==> src/rtl/wb_pkg.sv <==
// Shared Wishbone initiator definitions: bus widths and FSM state encodings.
package wb_pkg;

    localparam int WB_DW   = 32;
    localparam int WB_AW   = 32;
    localparam int WB_SELW = 4;

    typedef enum logic [1:0] {
        IDLE = 2'd0,
        BUS  = 2'd1,
        RESP = 2'd2
    } wb_state_e;

endpackage

==> src/rtl/wb_timeout_ctr.sv <==
// Saturating ack-wait counter; expired flags the edge on which the wait limit is reached.
module wb_timeout_ctr #(
    parameter int TIMEOUT_CYCLES = 255
) (
    input  logic clk,
    input  logic reset,
    input  logic clear,
    input  logic enable,
    output logic expired
);

    localparam int CW = $clog2(TIMEOUT_CYCLES + 1);
    localparam logic [CW-1:0] LAST = CW'(TIMEOUT_CYCLES - 1);
    localparam logic [CW-1:0] MAX  = CW'(TIMEOUT_CYCLES);

    logic [CW-1:0] count;

    always_ff @(posedge clk or posedge reset) begin
        if (reset) begin
            count <= '0;
        end else if (clear) begin
            count <= '0;
        end else if (enable && (count != MAX)) begin
            count <= count + 1'b1;
        end
    end

    // count holds the number of ack-less edges already seen, so the
    // TIMEOUT_CYCLES-th edge is the one taken while count sits at LAST.
    assign expired = (count == LAST) || (count == MAX);

endmodule

==> src/rtl/wb_initiator.sv <==
// Single-beat Wishbone classic initiator bridging a valid/ready command port
// to a Wishbone responder and returning data or a timeout error.
module wb_initiator
    import wb_pkg::*;
#(
    parameter int TIMEOUT_CYCLES = 255
) (
    input  logic               wb_clk_i,
    input  logic               wb_rst_i,
    input  logic               req_valid,
    output logic               req_ready,
    input  logic               req_we,
    input  logic [WB_SELW-1:0] req_sel,
    input  logic [WB_AW-1:0]   req_adr,
    input  logic [WB_DW-1:0]   req_dat,
    output logic               rsp_valid,
    input  logic               rsp_ready,
    output logic [WB_DW-1:0]   rsp_dat,
    output logic               rsp_err,
    output logic               wbm_cyc_o,
    output logic               wbm_stb_o,
    output logic               wbm_we_o,
    output logic [WB_SELW-1:0] wbm_sel_o,
    output logic [WB_AW-1:0]   wbm_adr_o,
    output logic [WB_DW-1:0]   wbm_dat_o,
    input  logic [WB_DW-1:0]   wbm_dat_i,
    input  logic               wbm_ack_i
);

    wb_state_e state, state_nxt;
    logic      accept, done_ack, done_to;
    logic      expired;

    wb_timeout_ctr #(
        .TIMEOUT_CYCLES(TIMEOUT_CYCLES)
    ) u_timeout_ctr (
        .clk    (wb_clk_i),
        .reset  (wb_rst_i),
        .clear  (accept),
        .enable ((state == BUS) && !wbm_ack_i),
        .expired(expired)
    );

    always_ff @(posedge wb_clk_i or posedge wb_rst_i) begin
        if (wb_rst_i) begin
            state <= IDLE;
        end else begin
            state <= state_nxt;
        end
    end

    // Ack is checked before expiry so a same-edge ack completes normally.
    always_comb begin
        state_nxt = state;
        accept    = 1'b0;
        done_ack  = 1'b0;
        done_to   = 1'b0;
        case (state)
            IDLE: begin
                if (req_valid && req_ready) begin
                    accept    = 1'b1;
                    state_nxt = BUS;
                end
            end
            BUS: begin
                if (wbm_ack_i) begin
                    done_ack  = 1'b1;
                    state_nxt = RESP;
                end else if (expired) begin
                    done_to   = 1'b1;
                    state_nxt = RESP;
                end
            end
            RESP: begin
                if (rsp_ready) begin
                    state_nxt = IDLE;
                end
            end
            default: state_nxt = IDLE;
        endcase
    end

    // Handshake and bus strobes are registered decodes of the next state,
    // so they change on the same edge as the state itself.
    always_ff @(posedge wb_clk_i or posedge wb_rst_i) begin
        if (wb_rst_i) begin
            req_ready <= 1'b0;
            rsp_valid <= 1'b0;
            rsp_dat   <= '0;
            rsp_err   <= 1'b0;
            wbm_cyc_o <= 1'b0;
            wbm_stb_o <= 1'b0;
            wbm_we_o  <= 1'b0;
            wbm_sel_o <= '0;
            wbm_adr_o <= '0;
            wbm_dat_o <= '0;
        end else begin
            req_ready <= (state_nxt == IDLE);
            rsp_valid <= (state_nxt == RESP);
            wbm_cyc_o <= (state_nxt == BUS);
            wbm_stb_o <= (state_nxt == BUS);

            if (accept) begin
                wbm_we_o  <= req_we;
                wbm_sel_o <= req_sel;
                wbm_adr_o <= req_adr;
                wbm_dat_o <= req_dat;
            end else if (done_ack || done_to) begin
                wbm_we_o  <= 1'b0;
                wbm_sel_o <= '0;
                wbm_adr_o <= '0;
                wbm_dat_o <= '0;
            end

            if (done_ack) begin
                rsp_dat <= wbm_we_o ? '0 : wbm_dat_i;
                rsp_err <= 1'b0;
            end else if (done_to) begin
                rsp_dat <= '0;
                rsp_err <= 1'b1;
            end
        end
    end

endmodule
==> config.mk <==
export PLATFORM = sky130hd
export DESIGN_NAME = wb_initiator
export DESIGN_NICKNAME = d
export VERILOG_FILES = /design/src/rtl/wb_pkg.sv /design/src/rtl/wb_timeout_ctr.sv /design/src/rtl/wb_initiator.sv
export SDC_FILE = /design/constraint.sdc
export NUM_CORES = 1
export LEC_CHECK = 0
export CELL_PAD_IN_SITES_DETAIL_PLACEMENT = 1
export CELL_PAD_IN_SITES_GLOBAL_PLACEMENT = 1
export CORE_MARGIN = 4
export CORE_UTILIZATION = 32
export CTS_BUF_LIST = sky130_fd_sc_hd__clkbuf_2 sky130_fd_sc_hd__clkbuf_4 sky130_fd_sc_hd__clkbuf_8
export DETAILED_ROUTE_END_ITERATION = 8
export PLACE_DENSITY_LB_ADDON = 0.05
export REMOVE_ABC_BUFFERS = 1
export SLEW_MARGIN = 20
export SYNTH_ARGS = -nofsm -noshare
export SYNTH_HDL_FRONTEND = slang
export SYNTH_SLANG_ARGS = --single-unit
==> constraint.sdc <==
create_clock -name wb_clk_i -period 4.2 [get_ports wb_clk_i]
set_input_delay 0.84 -clock wb_clk_i [delete_from_list [all_inputs] [get_ports wb_clk_i]]
set_output_delay 0.84 -clock wb_clk_i [all_outputs]
set_load 0.005 [all_outputs]
==> After elaboration in Yosys (flattened, before gate mapping) <==
Cells that the tools add are included.
{ "word_totals": {"register_bits": 115, "input_bits": 106, "word_cells": 56} }
{ "classes": {"add_sub_neg": 1, "n_eq_ne": 7, "mux": 26, "reduce_logical": 11} }
{ "op_table": {"columns": ["cell", "count"], "rows": [
  ["two-way mux 32 bit", 6],
  ["equality test 8 bit, second input constant", 2],
  ["two-way mux 8 bit", 2],
  ["two-way mux 1 bit", 11],
  ["adder 8 x 1 -> 8 bit, second input constant", 1],
  ["two-way mux 2 bit", 4],
  ["two-way mux 4 bit", 2],
  ["!= test 8 bit, second input constant", 1],
  ["case mux 2 bit (3 select lines)", 1],
  ["nonzero test 2 bit", 3],
  ["equality test 2 x 1 -> 1 bit, second input constant", 2],
  ["equality test 2 bit, second input constant", 2],
  ["logical NOT 2 bit", 2],
  ["logical AND 1 bit", 3],
  ["logical OR 1 bit", 2],
  ["logical NOT 1 bit", 1]
]} }

==> Longest topological paths before layout <==
Gate-level depths: netlist of the first run.
{ "depth": {"word_depth": 8, "mapped_depth": 8} }

==> Modules after synthesis <==
Synthesis of the first run repeated with hierarchy kept, for this count alone.
{ "unflattened": {"hier_cells": 303, "area_unflattened_um2": 4301.6} }
{ "by_module_without_submodules": {"columns": ["module", "instances", "cells_per_inst", "area_each_um2", "seq_area_each_um2"], "rows": [
  ["wb_initiator", 1, 251, 3801.1, 2677.6],
  ["wb_timeout_ctr", 1, 52, 500.5, 200.2]
]} }

==> Worst setup path before layout of the first run <==
OpenSTA, ideal clock, no wires.
{ "synth_timing": {"path_kind": "input to register", "start": "in wbm_ack_i", "end": "reg u_timeout_ctr.count[3]", "setup_ns": 0.066, "arrival_ns": 1.753, "required_time_ns": 4.134, "setup_slack_ns": 2.381, "stages": 5, "path_cell_list": "buf_2 > clkinv_1 > o211ai_4 > or4_1 > nand2_1"} }
{ "synth_via": {"elab_chain_cells": 4} }
{ "synth_rtl": {"columns": ["item", "line", "source"], "rows": [
  ["start: declaration", "wb_initiator.sv:27", "input logic wbm_ack_i"],
  ["logical NOT 1 bit", "wb_initiator.sv:40", ".enable ((state == BUS) && !wbm_ack_i),"],
  ["logical AND 1 bit", "wb_initiator.sv:40", null],
  ["logical AND 1 bit", "wb_timeout_ctr.sv:23", "end else if (enable && (count != MAX)) begin"],
  ["nonzero test 2 bit (no source line)", null, null],
  ["end signal: assignment", "wb_timeout_ctr.sv:24", "count <= count + 1'b1;"],
  ["end: declaration", "wb_timeout_ctr.sv:16", "logic [CW-1:0] count;"]
]} }
Every way passes these cells.
A chain may end at the register's enable or synchronous reset.

==> Final worst setup path of the first run <==
{ "layout_timing": {"start": "in wbm_ack_i", "end": "reg wbm_adr_o[20]"} }
{ "layout_via": {"elab_chain_cells": 4} }
{ "layout_rtl": {"columns": ["item", "line", "source"], "rows": [
  ["two-way mux 1 bit", "wb_initiator.sv:66", "if (wbm_ack_i) begin"],
  ["two-way mux 1 bit", "wb_initiator.sv:58", "case (state)"],
  ["logical OR 1 bit (*)", "wb_initiator.sv:108", "end else if (done_ack || done_to) begin"],
  ["nonzero test 2 bit (no source line) (*)", null, null],
  ["end signal: assignment", "wb_initiator.sv:106", "wbm_adr_o <= req_adr;"],
  ["end: declaration", "wb_initiator.sv:24", "output logic [WB_AW-1:0] wbm_adr_o,"]
]} }
Mark *: on every way between the ends. The rest lies on a longest branch, timed or not.

==> flow_summary.yaml, run 1 <==
yosys:
  synth_top_area_cell: "dfrtp_1"
  syn_area_per_cell_sq_um: 10.62
  synthTopCellsByArea: "dfrtp_1 61%, nand2_1 11%, o21ai_0 6.7%"
  synth_flop_cell: "dfrtp_1"
  netlist_area_sq_um: 4684
  synth_top_area_share: 0.6143
  yosysWarningCount: 0
  ys_types: 39
  ys_seq_area_frac: 0.6143
  synth_cells: 441
  synth-seq-cells: 115
  synth-edff-count: 0
  synth-async-reset-ratio: 1.000
hold_path:
  min_from: "rsp_dat[14]$_DFFE_PP0P_"
  hold_end: "rsp_dat[14]$_DFFE_PP0P_"
  hold_path_depth: 1
  hold_path.class: "flip-flop to flip-flop"
grt:
  top_usage_layer: "met2"
  grtUsageMet1: 0.2393
  grt_pass1_wl_um: 24010
  antenna_found_initial: 0
  gr-total-overflow: 0
  grtUsageTotal: 0.1846
  grt_pass1_vias: 4363
  grt_max_degree: 76
  grtUsageMet3: 0.05812
  grt_util_met2: 0.2954
die:
  io_pins: 212
  die_w_um: 129.0
  start_util: 0.3323
  dieHeight_um: 129.0
  num_rows: 43
  die-area_sq_um: 16640
  core_area_sq_um: 14100
power_and_ir_drop:
  pwr-share-comb: 0.415
  power_leakage_uw: 0.003107
  clockPowerShare: 0.199
  power_switching_uw: 1529
  p_int_uw: 3239
  peakVddDrop_mv: 0.2923
  power_density_nw_per_um2: 660.3
  seqPwrFrac: 0.386
  swShare: 0.3207
critical_path:
  reg2reg_from: "u_timeout_ctr.count[0]$_DFFE_PP0P_"
  required_ns: 4.45
  r2r_cells: 6
  setup.worst_path.end_class: "flip-flop"
  worstPathArrival_ns: 2.51
  rrSetupSlack_ns: 2.09
  cp-start-kind: "input port"
  worst-path-max-fanout: 69
  r2r-end: "wbm_adr_o[20]$_DFFE_PP0P_"
  crit_type: "input port to flip-flop"
timing:
  fin_crit_sh: 0.5380
  rsz0062_at_grt: "false"
  worst_clock_skew_ns: 0.008846
  slew-limit-headroom: 0.3867
  worst_pin_slew_ns: 0.9165
  hold_viol_final: 0
  whs_ns: 0.5050
  maxSlewViolCount: 0
  timing.fmax_mhz: 442.6
  setup_ws_ns: 1.940
  finalCriticalPeriod_ns: 2.260
  finalSetupViolations: 0
  timing.setup.tns_ns: 0
clock_network:
  holdBufCountCts: 0
  clk_latency_ns: 0.42
  root_buffer: "clkbuf_8"
  htreeDepth: 4
  tritoncts: "yes"
  path_clk_slew_ns: 0.07
  cts_resized: 0
  clockBufferDepth: 2
  cts_setup_buffers: 0
  cts-buffers-inserted: 17
  cts.sinks: 115
layout:
  final_nets: 751
  final_layout_size_suffix_gt1_frac: 0.08563
  area_delta_synth_final_pct: 54.14
  final_common_cell: "clkdlybuf4s50_1"
  diodes: 0
  nFillCells: 1583
  mostFrequentLayoutCells: "211 x clkdlybuf4s50_1, 141 x nand2_1, 115 x dfrtp_1"
drt:
  drc: 0
  vias: 4050
  avgViaCountPerCell: 4.856
  drtIter0Drc: 204
  routedWlPerCell_um: 17.85
  final_antenna_net_count: 0
  routed_wirelength_um: 14890
  dr.pass1.iters: 4
place:
  dp_hpwl_um: 10370
  dpl_worst_slack_ns: 1.498
  place_congestion: 0.7427
  io_buffers: 211
job:
  maxCapViolations: 0
outcome:
  status: "finished clean"
## through the flow
stage,power (uW),util,std cells,cell area (sq um)
global placement,3801,0.4864,804,6857
global route,5135,0.5122,834,7221
finish,4768,0.5122,834,7221
floorplan,2564,-,409,4468
detailed placement,3882,0.4867,804,6860
CTS,4858,0.5122,834,7221
## synth_stat cells (2+ instances only)
cell and instances:
a21oi_1 4, a22o_1 32, and3_1 2, buf_2 14, buf_4 4, buf_6 4
clkbuf_1 3, clkbuf_2 5, dfrtp_1 115, ha_1 2, inv_1 4, mux2i_1 2
nand2_1 141, nand2b_1 2, nand3_1 4, nor2_1 5, o211ai_1 2, o21ai_0 63
o21ai_2 10, o31ai_1 3, xnor2_1 2
## state kept, by name, summed over array words and instances, names as in the netlist, 2 cells and up
register and flops:
u_timeout_ctr.count 8, rsp_dat 32, wbm_sel_o 4, state 2
wbm_dat_o 32, wbm_adr_o 32
## worst max-delay path, cell delays in order
cell             delay (ns)
clkdlybuf4s50_1        0.68
o21a_4                 0.68
o21ai_0                0.25
## power groups by stage
stage / Combinational (uW) / Clock, uW / Sequential (uW)
6_report: 1980 / 950 / 1840
5_1_grt: 2190 / 1040 / 1910
4_1_cts: 2030 / 979 / 1850
3_5_place_dp: 2020 / 0 / 1860
3_3_place_gp: 1960 / 0 / 1840
2_1_floorplan: 704 / 0 / 1860
## per-layer routing
layer	part of all wire	wire [um]	up-vias
li1	-	-	1890
met2	0.48	7180	121
met4	0.017	248	0
met1	0.43	6471	2022
met5	0	0	-
met3	0.066	988	17
## worst max-delay path by stage
stage | start | end | slack [ns] | cells after the start
3_5_place_dp | wbm_ack_i | wbm_adr_o[20]$_DFFE_PP0P_ | 1.50 | 3
3_3_place_gp | req_valid | wbm_adr_o[7]$_DFFE_PP0P_ | 1.25 | 5
4_1_cts | wbm_we_o$_DFFE_PP0P_ | wbm_we_o | 1.93 | 1
5_1_grt | wbm_ack_i | wbm_sel_o[3]$_DFFE_PP0P_ | 1.85 | 3
6_report | wbm_ack_i | wbm_adr_o[20]$_DFFE_PP0P_ | 1.94 | 3
2_1_floorplan | wb_rst_i | req_ready$_DFF_PP0_ | 0.32 | 1
## layout make-up
cell class                      count  area, sq um  area share
Sequential cell                   115         2878      0.3985
Timing Repair Buffer              215         2155      0.2984
Multi-Input combinational cell    289         1582      0.2190
Clock buffer                       24        305.3     0.04228
Tap cell                          180        225.2     0.03119
Clock inverter                      6        55.05    0.007624
Inverter                            5        21.27    0.002946
## cell families after synthesis
kind of cell               after synthesis  synth area share
and+or+nand+nor                        164            0.1477
AOI/OAI and AO/OA                      119            0.1744
DFF                                    115            0.6143
buffers and inverters                   37           0.05021
xor gates and xnor gates                 2          0.003740
muxes                                    2          0.004274
adders and majority gates                2          0.005341
No activity file was read; power rests on OpenSTA's default activity.
==> inputs of run 2 (changes only) <==
clock period = 2.3 ns   (was 4.2 ns; I/O delays follow)
==> flow_summary.yaml, run 2 (same netlist as run 1, synthesis figures left out) <==
timing:
  maxSlewViolCount: 0
  finalSetupViolations: 0
  hold_viol_final: 0
  timing.fmax_mhz: 544.2
  fin_crit_sh: 0.7990
  worst_clock_skew_ns: 0.007377
  finalCriticalPeriod_ns: 1.838
  setup_ws_ns: 0.4623
  rsz0062_at_grt: "false"
  worst_pin_slew_ns: 0.5769
  slew-limit-headroom: 0.6154
  whs_ns: 0.4646
clock_network:
  cts_resized: 0
  clockBufferDepth: 2
  tritoncts: "yes"
  cts-buffers-inserted: 17
  cts_setup_buffers: 0
  cts.sinks: 115
  path_clk_slew_ns: 0.07
  root_buffer: "clkbuf_8"
  holdBufCountCts: 0
  htreeDepth: 4
  clk_latency_ns: 0.42
grt:
  grt_util_met2: 0.3104
  grt_max_degree: 58
  grtUsageMet3: 0.04857
  grtUsageTotal: 0.1911
  grtUsageMet1: 0.2480
  grt_pass1_wl_um: 24850
  grt_pass1_vias: 4563
  antenna_found_initial: 0
  gr-total-overflow: 0
  top_usage_layer: "met2"
job:
  maxCapViolations: 0
outcome:
  status: "finished clean"
drt:
  dr.pass1.iters: 4
  avgViaCountPerCell: 4.800
  drc: 0
  drtIter0Drc: 232
  routed_wirelength_um: 15360
  routedWlPerCell_um: 18.20
  vias: 4051
  final_antenna_net_count: 0
layout:
  stdcell_count: 844
  final_common_cell: "clkdlybuf4s50_1"
  largestRegisters: "rsp_dat x32, wbm_adr_o x32, wbm_dat_o x32"
  nFillCells: 1543
  final_util: 0.5219
  final_nets: 762
  final_layout_size_suffix_gt1_frac: 0.09940
  mostFrequentLayoutCells: "211 x clkdlybuf4s50_1, 141 x nand2_1, 115 x dfrtp_1"
  seqCellArea_sq_um: 2878
  diodes: 0
  multi_input_area_sq_um: 1578
  area_delta_synth_final_pct: 57.05
critical_path:
  critPathBufInv: 1
  crit_family: "buffers and inverters"
  crit_chain: "clkdlybuf4s50_1"
  required_ns: 1.84
  worst-path-max-fanout: 3
  slowest_stage: "clkdlybuf4s50_1"
  cp-start-kind: "flip-flop"
  r2r_cells: 7
  setup.worst_path.end_class: "output port"
  worstPathArrival_ns: 1.38
  crit_cells: 1
  max_stage_delay_ns: 0.55
  crit_type: "flip-flop to output port"
place:
  place_congestion: 0.7424
  dp_hpwl_um: 11190
  post-place-cells: 815
  dpl_worst_slack_ns: 0.1838
  io_buffers: 211
hold_path:
  hold_path.class: "input port to async pin"
power_and_ir_drop:
  peakVddDrop_mv: 0.4182
  power_density_nw_per_um2: 1195
  power_leakage_uw: 0.003181
die:
  dieHeight_um: 129.0
  die_w_um: 129.0
  core_area_sq_um: 14100
  start_util: 0.3323
  num_rows: 43
  die-area_sq_um: 16640
  io_pins: 212
-- run 2: path summary, 6_finish.rpt --
path	end	slack, ns	start
min in group wb_clk_i	rsp_dat[4]$_DFFE_PP0P_	0.51	rsp_dat[4]$_DFFE_PP0P_
min	wbm_dat_o[18]$_DFFE_PP0P_	0.46	wb_rst_i
max	wbm_we_o	0.46	wbm_we_o$_DFFE_PP0P_
max in group asynchronous	wbm_dat_o[5]$_DFFE_PP0P_	1.26	wb_rst_i
max reg2reg	wbm_adr_o[28]$_DFFE_PP0P_	0.48	u_timeout_ctr.count[0]$_DFFE_PP0P_
min reg2reg	rsp_dat[4]$_DFFE_PP0P_	0.51	rsp_dat[4]$_DFFE_PP0P_
-- run 2: layout make-up --
type	instances	share of cell area
flip-flops and latches	115	0.3912
repair buffers	226	0.3126
multi-input cells	289	0.2145
clock buffers	24	0.04490
well taps	180	0.03061
clock inverters	5	0.003401
inverters	5	0.002891
-- run 2: stage by stage --
step	total power, uW	TNS [ns]	area [sq um]
2_1_floorplan	4681	-138.70	4468
3_3_place_gp	7044	0	7002
3_5_place_dp	7227	0	7002
4_1_cts	8962	0	7357
5_1_grt	9459	0	7357
6_report	8795	0	7357
-- run 2: per-layer routing --
metal / vias up / share of wire
li1: 1910 / -
met4: 0 / 0.020
met3: 25 / 0.053
met2: 124 / 0.49
met1: 1992 / 0.43
met5: - / 0
-- run 2: where the power goes --
part           total (uW)  switching (uW)  leakage (uW)  internal (uW)
Clock                1690             770      0.000192            921
Combinational        3750            1590       0.00151           2170
Sequential           3350             483       0.00148           2870
Total                8800            2840       0.00318           5960
